===== src/rtl/compactor_pkg.sv =====
// Shared types and constants for the signature compactor.
// COMPACTOR_PARITY_EN appends an even-parity bit to every unload.
package compactor_pkg;

    typedef enum logic [1:0] {
        StIdle  = 2'd0,
        StShift = 2'd1,
        StDone  = 2'd2
    } state_e;

    localparam logic [31:0] DEFAULT_TAPS = 32'h8020_0003;

    function automatic int unsigned unload_len(input int unsigned sig_width);
`ifdef COMPACTOR_PARITY_EN
        return sig_width + 1;
`else
        return sig_width;
`endif
    endfunction

endpackage


===== src/rtl/xor_fold.sv =====
// Folds a wide bus onto SIG_WIDTH bits: bit i lands on position i mod SIG_WIDTH.
module xor_fold #(
    parameter int unsigned WIDTH     = 729,
    parameter int unsigned SIG_WIDTH = 32
) (
    input  logic [WIDTH-1:0]     i_data,
    output logic [SIG_WIDTH-1:0] o_fold
);

    always_comb begin
        o_fold = '0;
        for (int i = 0; i < int'(WIDTH); i++) begin
            o_fold[i % int'(SIG_WIDTH)] = o_fold[i % int'(SIG_WIDTH)] ^ i_data[i];
        end
    end

endmodule


===== src/rtl/signature_compactor.sv =====
// MISR compactor for a wide output bus with a serial, MSB-first signature unload.
// Optional feature macro: COMPACTOR_PARITY_EN (adds a trailing even-parity bit).
module signature_compactor
    import compactor_pkg::*;
#(
    parameter int unsigned           WIDTH     = 729,
    parameter int unsigned           SIG_WIDTH = 32,
    parameter logic [SIG_WIDTH-1:0]  TAPS      = SIG_WIDTH'(DEFAULT_TAPS),
    parameter logic [SIG_WIDTH-1:0]  SEED      = '0
) (
    input  logic             i_clk,
    input  logic             i_rst_n,
    input  logic             i_clr,
    input  logic             i_capture_en,
    input  logic [WIDTH-1:0] i_data_in,
    input  logic             i_unload,
    output logic             o_sig_out,
    output logic             o_sig_valid,
    output logic             o_busy,
    output logic             o_done
);

    localparam int unsigned SNAP_W = unload_len(SIG_WIDTH);
    localparam int unsigned CNT_W  = $clog2(SNAP_W);
    localparam logic [CNT_W-1:0] CNT_LAST = CNT_W'(SNAP_W - 1);

    logic [SIG_WIDTH-1:0] r_sig;
    logic [SIG_WIDTH-1:0] w_fold;
    logic [SIG_WIDTH-1:0] w_sig_next;
    logic [SNAP_W-1:0]    r_snap;
    logic [SNAP_W-1:0]    w_snap_d;
    logic [SNAP_W-1:0]    w_snap_load;
    logic [CNT_W-1:0]     r_cnt;
    logic [CNT_W-1:0]     w_cnt_d;
    state_e               r_state;
    state_e               w_state_d;

    xor_fold #(
        .WIDTH     (WIDTH),
        .SIG_WIDTH (SIG_WIDTH)
    ) u_xor_fold (
        .i_data (i_data_in),
        .o_fold (w_fold)
    );

    assign w_sig_next = {r_sig[SIG_WIDTH-2:0], ^(r_sig & TAPS)} ^ w_fold;

`ifdef COMPACTOR_PARITY_EN
    assign w_snap_load = {r_sig, ^r_sig};
`else
    assign w_snap_load = r_sig;
`endif

    always_ff @(posedge i_clk or negedge i_rst_n) begin
        if (!i_rst_n) begin
            r_sig <= SEED;
        end else if (i_clr) begin
            r_sig <= SEED;
        end else if (i_capture_en) begin
            r_sig <= w_sig_next;
        end
    end

    // Snapshot uses the pre-update r_sig, so a same-cycle capture never leaks in.
    always_comb begin
        w_state_d = r_state;
        w_snap_d  = r_snap;
        w_cnt_d   = r_cnt;
        if (i_clr) begin
            w_state_d = StIdle;
            w_snap_d  = '0;
            w_cnt_d   = '0;
        end else begin
            case (r_state)
                StIdle: begin
                    if (i_unload) begin
                        w_snap_d  = w_snap_load;
                        w_cnt_d   = CNT_LAST;
                        w_state_d = StShift;
                    end
                end
                StShift: begin
                    w_snap_d = {r_snap[SNAP_W-2:0], 1'b0};
                    if (r_cnt == '0) begin
                        w_state_d = StDone;
                    end else begin
                        w_cnt_d = r_cnt - 1'b1;
                    end
                end
                StDone:  w_state_d = StIdle;
                default: w_state_d = StIdle;
            endcase
        end
    end

    always_ff @(posedge i_clk or negedge i_rst_n) begin
        if (!i_rst_n) begin
            r_state <= StIdle;
            r_snap  <= '0;
            r_cnt   <= '0;
        end else begin
            r_state <= w_state_d;
            r_snap  <= w_snap_d;
            r_cnt   <= w_cnt_d;
        end
    end

    // Outputs decode registered state only; no input reaches them combinationally.
    assign o_busy      = (r_state == StShift);
    assign o_sig_valid = (r_state == StShift);
    assign o_sig_out   = o_sig_valid & r_snap[SNAP_W-1];
    assign o_done      = (r_state == StDone);

endmodule

===== config.mk =====
export PLATFORM = sky130hd
export DESIGN_NAME = signature_compactor
export DESIGN_NICKNAME = d
export VERILOG_FILES = /design/src/rtl/compactor_pkg.sv /design/src/rtl/xor_fold.sv /design/src/rtl/signature_compactor.sv
export SDC_FILE = /design/constraint.sdc
export NUM_CORES = 1
export LEC_CHECK = 0
export ABC_AREA = 1
export CORE_AREA = 3 3 290 292
export DETAILED_ROUTE_END_ITERATION = 10
export DIE_AREA = 0 0 293 295
export PLACE_DENSITY = 0.5
export SLEW_MARGIN = 0
export SYNTH_ARGS = -nofsm -noshare
export SYNTH_HDL_FRONTEND = slang
export SYNTH_SLANG_ARGS = --single-unit

===== constraint.sdc =====
create_clock -name i_clk -period 1.88 [get_ports i_clk]
set_clock_uncertainty 0.05 [all_clocks]
set_input_delay 0.376 -clock i_clk [delete_from_list [all_inputs] [get_ports i_clk]]
set_output_delay 0.376 -clock i_clk [all_outputs]
set_load 0.01 [all_outputs]

==> impl_summary.txt, run 1 <==
----------------------------------------------------
[Critical path]
  Crit path required time ... 2100 ps
  Biggest fanout along the worst timing path ... 2
  Worst Path Arrival ... 2020 ps
  Crit path kind ... in -> reg
  Worst R2R Start ... r_state[1]$_DFFE_PN0P_
  R2r setup slk ... 240 ps
  Critical Path Source ... i_data_in[450]
  Startpoint kind of the worst setup timing path ... input port
  Cell depth of the worst flop-to-flop path ... 7
  Reg-to-Reg End ... r_snap[11]$_DFFE_PN0P_
  Worst setup EP type ... flop
  Capture point of the critical path ... r_sig[2]$_DFFE_PN0P_

[Detailed routing]
  Count of nets left with antenna violations after detail routing ... 0
  Overall via count from detail_route ... 13300
  Average vias per placed instance ... 3.54
  Pre-antenna DRT Iters ... 5
  Routed length per placed instance ... 13.5 µm
  Drt total wl ... 50500 µm
  DRC viols ... 0
  First-iteration detailed-routing DRC count ... 309

[CTS]
  Worst-path clk slew ... 70 ps
  Clock tree from TritonCTS ... done
  Later-pin clock latency in the skew report ... 370 ps
  Clock Path Buffers ... 2
  Number of H-tree branching levels ... 3
  # clock sinks ... 71
  Cell at the root of the clock tree ... sky130_fd_sc_hd__clkbuf_16
  Cts bufs inserted ... 9
  Post-CTS Setup Inserts ... 0

[Timing]
  Peak clock frequency supported by timing ... 554 MHz
  Number of max-slew violations in the final report ... 0
  Final Critical Period ... 1800 ps
  Number of setup violations in the final report ... 0
  Transition at the pin with the smallest max-transition slack ... 419 ps
  Final worst-path cycle share ... 0.959
  Worst rel slew slack ... 0.719
  RSZ-0062 raised after global routing ... no
  Number of hold-slack violations in the final timing report ... 0

[Global route]
  Vias in the first global route ... 13400
  Antenna violations before repair ... 1
  First-pass GRT wire length ... 73800 µm
  Total overflow reported by the global router ... 0
  GRT Overall Usage ... 0.113
  Maximum number of pins on one net before global-route repair ... 42

[Synth]
  Syn. warnings ... 0
  Fraction of the yosys area taken by sequential cells ... 0.148
  Register bit total from synthesis ... 71
  Number of instances in the synthesized netlist ... 1875
  Cell area after synthesis ... 12000 µm²
  Synthesized Nets ... 2611
  Number of different library cells in the post-synthesis netlist ... 27
  Average cell area after synthesis ... 6.40 µm²

[Power and ir drop]
  Reg power frac ... 0.201
  Clock Power Share ... 0.154
  Internal power component ... 0.00747 W
  Final total power ... 0.0128 W
  Pwr dens ... 590 nW/µm²
  Switch share ... 0.416
  Switching power summed over all nets ... 0.00532 W
  Relative contribution of combinational cells to total power ... 0.645
  IR Drop Worst-Case VDD ... 0.000452 V
  Leakage Power ... 10.1 nW

[Finish]
  Fraction of final layout cells with drive strength greater than 1 ... 0.0467
  Post-layout net count ... 3409
  Leading cell type in the layout, fill and taps excluded ... sky130_fd_sc_hd__clkdlybuf4s50_1
  Final cell utilization of the core ... 0.265
  Synthesis-to-layout area growth ... 80.7%
  Commonest non-fill, non-tap cells in the layout ... sky130_fd_sc_hd__clkdlybuf4s50_1, sky130_fd_sc_hd__nand2_1, sky130_fd_sc_hd__xnor2_1
  Antenna cell count ... 0

[Floorplanning]
  Overall die area ... 86400 µm²
  CORE AREA ... 81800 µm²
  Die Y ... 295 µm
  Width of the die ... 293 µm
  Number of placement rows ... 105
  Number of top-level pins ... 738
  Initial cell density of the core ... 0.147

[Place]
  Count of buffers inserted at the top-level ports ... 737
  Routability cong. ... 0.807
  Detail Placement HPWL ... 45600 µm

[Run]
  Max-cap viol count ... 0

[Min path]
  Worst hold path type ... in -> async

[Status]
  Result of the run ... complete, no violations

----------------------------------------------------
-- state kept, by name, indices dropped and copies added (netlist names) --
name     cells
r_cnt        5
r_snap      32
r_sig       32
r_state      2
-- cell type report --
class	instances	area (µm²)
Tap cell	1070	1340
Fill cell	8948	60200
Multi-Input combinational cell	1509	9200
Clock inverter	7	95.1
Sequential cell	71	1780
Timing Repair Buffer	806	8000
Clock buffer	9	225
Inverter	276	1040
-- metrics by stage --
| stage | hold WS, ps | worst slack [ps] | instance area, µm² | setup TNS [ps] | instances |
|---|---|---|---|---|---|
| floorplan | 30.4 | 392 | 12000 | 0 | 1875 |
| global placement | 201 | -511 | 21300 | -7190 | 3731 |
| detailed placement | 197 | -473 | 21300 | -7430 | 3731 |
| CTS | 337 | 3.62 | 21600 | 0 | 3748 |
| global route | 343 | 1.45 | 21700 | 0 | 3748 |
| finish | 366 | 76.4 | 21700 | 0 | 3748 |
-- worst min path at each step --
stage | start | to | slack (ps) | cells past startpoint
finish | i_rst_n | r_sig[10]$_DFFE_PN0P_ | 370 | 2
global route | i_rst_n | r_sig[10]$_DFFE_PN0P_ | 340 | 2
CTS | i_rst_n | r_sig[23]$_DFFE_PN0P_ | 340 | 2
detailed placement | i_rst_n | r_sig[10]$_DFFE_PN0P_ | 200 | 1
global placement | i_rst_n | r_sig[10]$_DFFE_PN0P_ | 200 | 1
floorplan | i_rst_n | r_cnt[0]$_DFFE_PN0P_ | 30 | 0
-- worst max-delay path, stage by stage --
cell                              delay [ps]
sky130_fd_sc_hd__clkdlybuf4s50_1         510
sky130_fd_sc_hd__xnor2_1                 290
sky130_fd_sc_hd__xnor2_2                 180
sky130_fd_sc_hd__xor2_1                  170
sky130_fd_sc_hd__nand2_1                  80
sky130_fd_sc_hd__nand2_2                 130
sky130_fd_sc_hd__buf_12                  120
sky130_fd_sc_hd__nand2_1                  40
sky130_fd_sc_hd__nand3_1                  80
sky130_fd_sc_hd__nand2_1                  50
-- Yosys cell counts --
master	instances	area share
sky130_fd_sc_hd__nand3b_1	23	0.014
sky130_fd_sc_hd__nand4_1	2	0.0010
sky130_fd_sc_hd__o21ai_0	32	0.013
sky130_fd_sc_hd__ha_1	2	0.0021
sky130_fd_sc_hd__dfrtp_1	71	0.15
sky130_fd_sc_hd__inv_1	272	0.085
sky130_fd_sc_hd__nor2_2	2	0.0010
sky130_fd_sc_hd__a21oi_1	1	0.00042
sky130_fd_sc_hd__a211oi_1	1	0.00063
sky130_fd_sc_hd__buf_4	1	0.00063
sky130_fd_sc_hd__buf_2	6	0.0025
sky130_fd_sc_hd__or2_2	14	0.0073
sky130_fd_sc_hd__xnor2_1	304	0.22
sky130_fd_sc_hd__nor3_1	3	0.0013
sky130_fd_sc_hd__nand2_1	681	0.21
sky130_fd_sc_hd__inv_2	4	0.0013
sky130_fd_sc_hd__a22oi_1	31	0.019
sky130_fd_sc_hd__o22ai_1	3	0.0016
sky130_fd_sc_hd__o21ai_1	3	0.0013
sky130_fd_sc_hd__nand3_1	84	0.035
sky130_fd_sc_hd__nor2_1	27	0.0085
sky130_fd_sc_hd__a31oi_1	1	0.00052
sky130_fd_sc_hd__xor2_1	291	0.21
sky130_fd_sc_hd__nor2_4	2	0.0019
sky130_fd_sc_hd__nor4_1	1	0.00052
sky130_fd_sc_hd__clkbuf_1	12	0.0038
sky130_fd_sc_hd__o21ai_2	1	0.00073
-- kinds of logic (layout without fill, tap and decap cells) --
family                     count (synthesis)  count (layout)  share of synthesized area
xor gates and xnor gates                 595             595                      0.435
AOI/OAI and AO/OA                         73              73                     0.0379
buffers and inverters                    295            1098                     0.0933
adders and majority gates                  2               2                    0.00209
and+or+nand+nor                          839             839                      0.284
DFF                                       71              71                      0.148
-- power groups by stage --
stage	Sequential, W	Combinational, W	Clock [W]
6_report	0.00258	0.00825	0.00196
5_1_grt	0.00267	0.00945	0.00216
4_1_cts	0.00262	0.00839	0.00210
3_5_place_dp	0.00264	0.00834	0
3_3_place_gp	0.00264	0.00823	0
2_1_floorplan	0.00235	0.00507	0
-- per-layer routing --
layer  track usage  vias to the layer above  part of all wire
met4        0.0208                        2            0.0091
li1              -                     7178                 -
met3        0.0256                       21             0.061
met1         0.123                     5687              0.39
met2         0.222                      380              0.54
met5             0                        -           0.00026
-- repair_timing --
action | CTS | global route
hold buffers | 1 | 0
gates resized for setup | 7 | 13
pin swaps | 1 | 3
hold endpoints to repair | 10 | 0
setup endpoints to repair | 4 | 7
Note: power is estimated with default switching activity, not from simulation.
==> inputs of run 2 (changes only) <==
- ABC_AREA: 1 -> not set
- CORE_AREA: 3 3 290 292 -> 2 2 284 286
- DIE_AREA: 0 0 293 295 -> 0 0 286 288
- PLACE_DENSITY: 0.5 -> 0.48
==> impl_summary.txt, run 2 <==
----------------------------------------------------
[Synth]
  Simple-gate portion of the synthesized area ... 0.0351 (-0.249)
  Most instantiated library cell after synthesis ... sky130_fd_sc_hd__xnor2_1
  Number of different library cells in the post-synthesis netlist ... 33 (+22%)
  Leading cell types by total area after synthesis ... sky130_fd_sc_hd__xnor2_1, sky130_fd_sc_hd__dfrtp_1, sky130_fd_sc_hd__xor2_1
  List of most frequent post-synthesis cells ... sky130_fd_sc_hd__xnor2_1, sky130_fd_sc_hd__xor2_1, sky130_fd_sc_hd__dfrtp_1
  Register bit total from synthesis ... 71 (unchanged)
  Synth Area in Compound Gates ... 0.0575 (+0.0196)
  Fraction of the yosys area taken by sequential cells ... 0.183 (+0.0344)
  Xor and xnor fraction of the mapped netlist area ... 0.676 (+0.241)
  Top_reg_cell synth ... sky130_fd_sc_hd__dfrtp_1
  Dominant combinational cell family by area after synthesis ... XOR/XNOR gates
  Syn. warnings ... 0 (unchanged)
  Async S/R FF share, synth ... 1.00 (unchanged)
  Cell area after synthesis ... 9730 µm² (-19%)
  Synthesized Nets ... 1726 (-34%)
  Average cell area after synthesis ... 9.83 µm² (+54%)
  Number of instances in the synthesized netlist ... 990 (-47%)
  Top cell type by total area after synthesis ... sky130_fd_sc_hd__xnor2_1
  Post-synthesis mux area share ... 0.0319 (+0.0319)
  Count of flip-flops with a built-in enable after synthesis ... 0 (unchanged)
  Adder and majority cell fraction of the synthesized area ... 0.00257 (+0.000485)
  Area fraction of the dominant cell type after synthesis ... 0.507 (+0.285)

[CTS]
  Clock Path Buffers ... 2 (unchanged)
  Cts bufs inserted ... 9 (unchanged)
  Clock tree from TritonCTS ... done
  Worst-path clk slew ... 70 ps (about the same)
  Cell at the root of the clock tree ... sky130_fd_sc_hd__clkbuf_16
  Number of H-tree branching levels ... 3 (unchanged)
  Later-pin clock latency in the skew report ... 370 ps (about the same)
  # clock sinks ... 71 (unchanged)

[Global route]
  Maximum number of pins on one net before global-route repair ... 41 (-2.4%)
  GRT Overall Usage ... 0.0996 (-0.0130)
  Vias in the first global route ... 10300 (-23%)
  First-pass GRT wire length ... 60700 µm (-18%)
  Antenna violations before repair ... 2 (+1)
  Total overflow reported by the global router ... 0 (unchanged)

[Critical path]
  Crit path required time ... 2090 ps (about the same)
  Reg-to-Reg End ... r_cnt[2]$_DFFE_PN0P_
  Capture point of the critical path ... r_cnt[2]$_DFFE_PN0P_
  Worst Path Arrival ... 2110 ps (+90 ps)
  Critical Path Source ... r_cnt[0]$_DFFE_PN0P_
  Worst setup EP type ... flop
  Biggest fanout along the worst timing path ... 7 (+5)
  Crit path kind ... reg -> reg
  Cell depth of the worst flop-to-flop path ... 7 (unchanged)
  Worst R2R Start ... r_cnt[0]$_DFFE_PN0P_
  Startpoint kind of the worst setup timing path ... flop
  R2r setup slk ... -20 ps (-260 ps)

[Finish]
  Fraction of final layout cells with drive strength greater than 1 ... 0.0686 (+0.0220)
  Post-layout instance count excluding filler cells ... 2823 (-25%)
  Commonest non-fill, non-tap cells in the layout ... sky130_fd_sc_hd__clkdlybuf4s50_1, sky130_fd_sc_hd__xnor2_1, sky130_fd_sc_hd__xor2_1
  Fin area ... 19400 µm² (-10%)
  Biggest registers after layout ... r_sig x32, r_snap x32, r_cnt x5
  Post-layout net count ... 2494 (-27%)
  Leading cell type in the layout, fill and taps excluded ... sky130_fd_sc_hd__clkdlybuf4s50_1
  Antenna cell count ... 0 (unchanged)
  Synthesis-to-layout area growth ... 99.6%

[Status]
  Result of the run ... complete, but fails checks
  Violated checks ... setup timing

[Floorplanning]
  Die Y ... 288 µm (-2.4%)
  Overall die area ... 82400 µm² (-4.7%)
  Number of top-level pins ... 738 (unchanged)
  Number of placement rows ... 104 (-0.95%)
  Initial cell density of the core ... 0.122 (-0.0243)
  CORE AREA ... 79600 µm² (-2.7%)
  Width of the die ... 286 µm (-2.4%)

[Detailed routing]
  DR WL met2 ... 23200 µm (-15%)
  Wire length the detailed router placed on met1 ... 16400 µm (-17%)
  Count of nets left with antenna violations after detail routing ... 0 (unchanged)
  Routed length per placed instance ... 15.2 µm (+13%)
  Average vias per placed instance ... 3.30 (-6.8%)
  DRC viols ... 0 (unchanged)
  First-iteration detailed-routing DRC count ... 180 (-42%)
  Total met3 wirelength after detailed routing ... 2860 µm (-7.7%)
  Drt total wl ... 43000 µm (-15%)
  Overall via count from detail_route ... 9317 (-30%)
  Pre-antenna DRT Iters ... 4 (-1)
  Topmost layer with routed signal wires ... met5

[Place]
  Detail Placement HPWL ... 37700 µm (-17%)
  Number of placed instances, taps included ... 2799 (-25%)
  Routability cong. ... 0.838 (+3.9%)
  Area post-placement ... 18700 µm² (-12%)
  Count of buffers inserted at the top-level ports ... 737 (unchanged)

[Timing]
  Number of hold-slack violations in the final timing report ... 0 (unchanged)
  Final worst-path cycle share ... 1.01 (+0.0523)
  RSZ-0062 raised after global routing ... yes
  Slack of the critical path ... -22.0 ps (-98.3 ps)
  Final Critical Period ... 1900 ps (+98.3 ps)
  Number of max-slew violations in the final report ... 0 (unchanged)
  Number of setup violations in the final report ... 3 (+3)
  Worst rel slew slack ... 0.650 (-0.0687)
  Peak clock frequency supported by timing ... 526 MHz (-5.2%)
  Transition at the pin with the smallest max-transition slack ... 525 ps (+106 ps)

[Power and ir drop]
  Pwr dens ... 656 nW/µm² (+11%)
  IR Drop Worst-Case VDD ... 0.000427 V (-5.5%)
  Final total power ... 0.0127 W (-0.41%)
  Leakage Power ... 7.03 nW (-31%)

[Run]
  Max-cap viol count ... 0 (unchanged)

[Min path]
  Worst hold path type ... in -> async

----------------------------------------------------
## run 2: changes by cell type after synthesis, sizes merged, moves of 33 or more
cell | previous run | this run
nand3 | 84 | 0
o31ai | 0 | 33
xnor3 | 0 | 33
nand2 | 681 | 35
inv | 276 | 5
o21ai | 36 | 1
xor2 | 291 | 103
xnor2 | 304 | 563
## run 2: routing by layer
layer	vias to the layer above	track usage
li1	4701	-
met1	4222	0.109
met2	362	0.191
met3	28	0.0250
met4	4	0.0232
met5	-	0
## run 2: cell type report
type | count | area, µm²
Inverter | 5 | 18.8
Sequential cell | 71 | 1780
Clock buffer | 11 | 243
Multi-Input combinational cell | 886 | 8130
Fill cell | 8603 | 60200
Tap cell | 1060 | 1330
Timing Repair Buffer | 785 | 7860
Clock inverter | 5 | 57.6
## run 2: worst min-delay path by stage
stage | from | endpoint | depth (start not counted)
global placement | i_rst_n | r_snap[27]$_DFFE_PN0P_ | 1
finish | i_rst_n | r_sig[27]$_DFFE_PN0P_ | 2
floorplan | i_rst_n | r_cnt[0]$_DFFE_PN0P_ | 0
global route | i_rst_n | r_sig[27]$_DFFE_PN0P_ | 2
detailed placement | i_rst_n | r_sig[27]$_DFFE_PN0P_ | 1
CTS | i_rst_n | r_sig[27]$_DFFE_PN0P_ | 2
## run 2: cell families after synthesis
group,count (synthesis)
muxes,31
DFF,71
and+or+nand+nor,78
buffers and inverters,33
adders and majority gates,2
xor gates and xnor gates,699
AOI/OAI and AO/OA,76
## run 2: what timing repair did
| item | in CTS | in global routing |
|---|---|---|
| endpoints found under the hold margin | 7 | 0 |
| resized for setup | 40 | 35 |
| pin swaps | 21 | 42 |
| hold buffers | 1 | 0 |
| endpoints found under the setup margin | 20 | 28 |
| setup buffers | 6 | 2 |
## run 2: worst max-delay path, cell delays in order, from the launching register on
cell and delay (ps):
sky130_fd_sc_hd__dfrtp_1 390, sky130_fd_sc_hd__inv_2 60, sky130_fd_sc_hd__ha_1 130, sky130_fd_sc_hd__or4b_4 460, sky130_fd_sc_hd__nor3b_4 200, sky130_fd_sc_hd__or2_4 220, sky130_fd_sc_hd__o31ai_2 70, sky130_fd_sc_hd__a22o_1 210
## run 2: where the power goes
part           internal [W]  total, W  switching [W]
Combinational       0.00559   0.00863        0.00304
Sequential          0.00191   0.00229       0.000381
Clock               0.00106   0.00183       0.000767
## run 2: through the flow
stage	TNS, ps	hold WS [ps]	worst slack [ps]	util
after floorplan	0	30.4	16.4	-
after global placement	-11770	177	-537	0.235
after detailed placement	-12210	175	-506	0.235
after CTS	-87.7	318	-44.5	0.242
after global routing	-531	329	-89.0	0.244
final	-42.4	339	-22.0	0.244
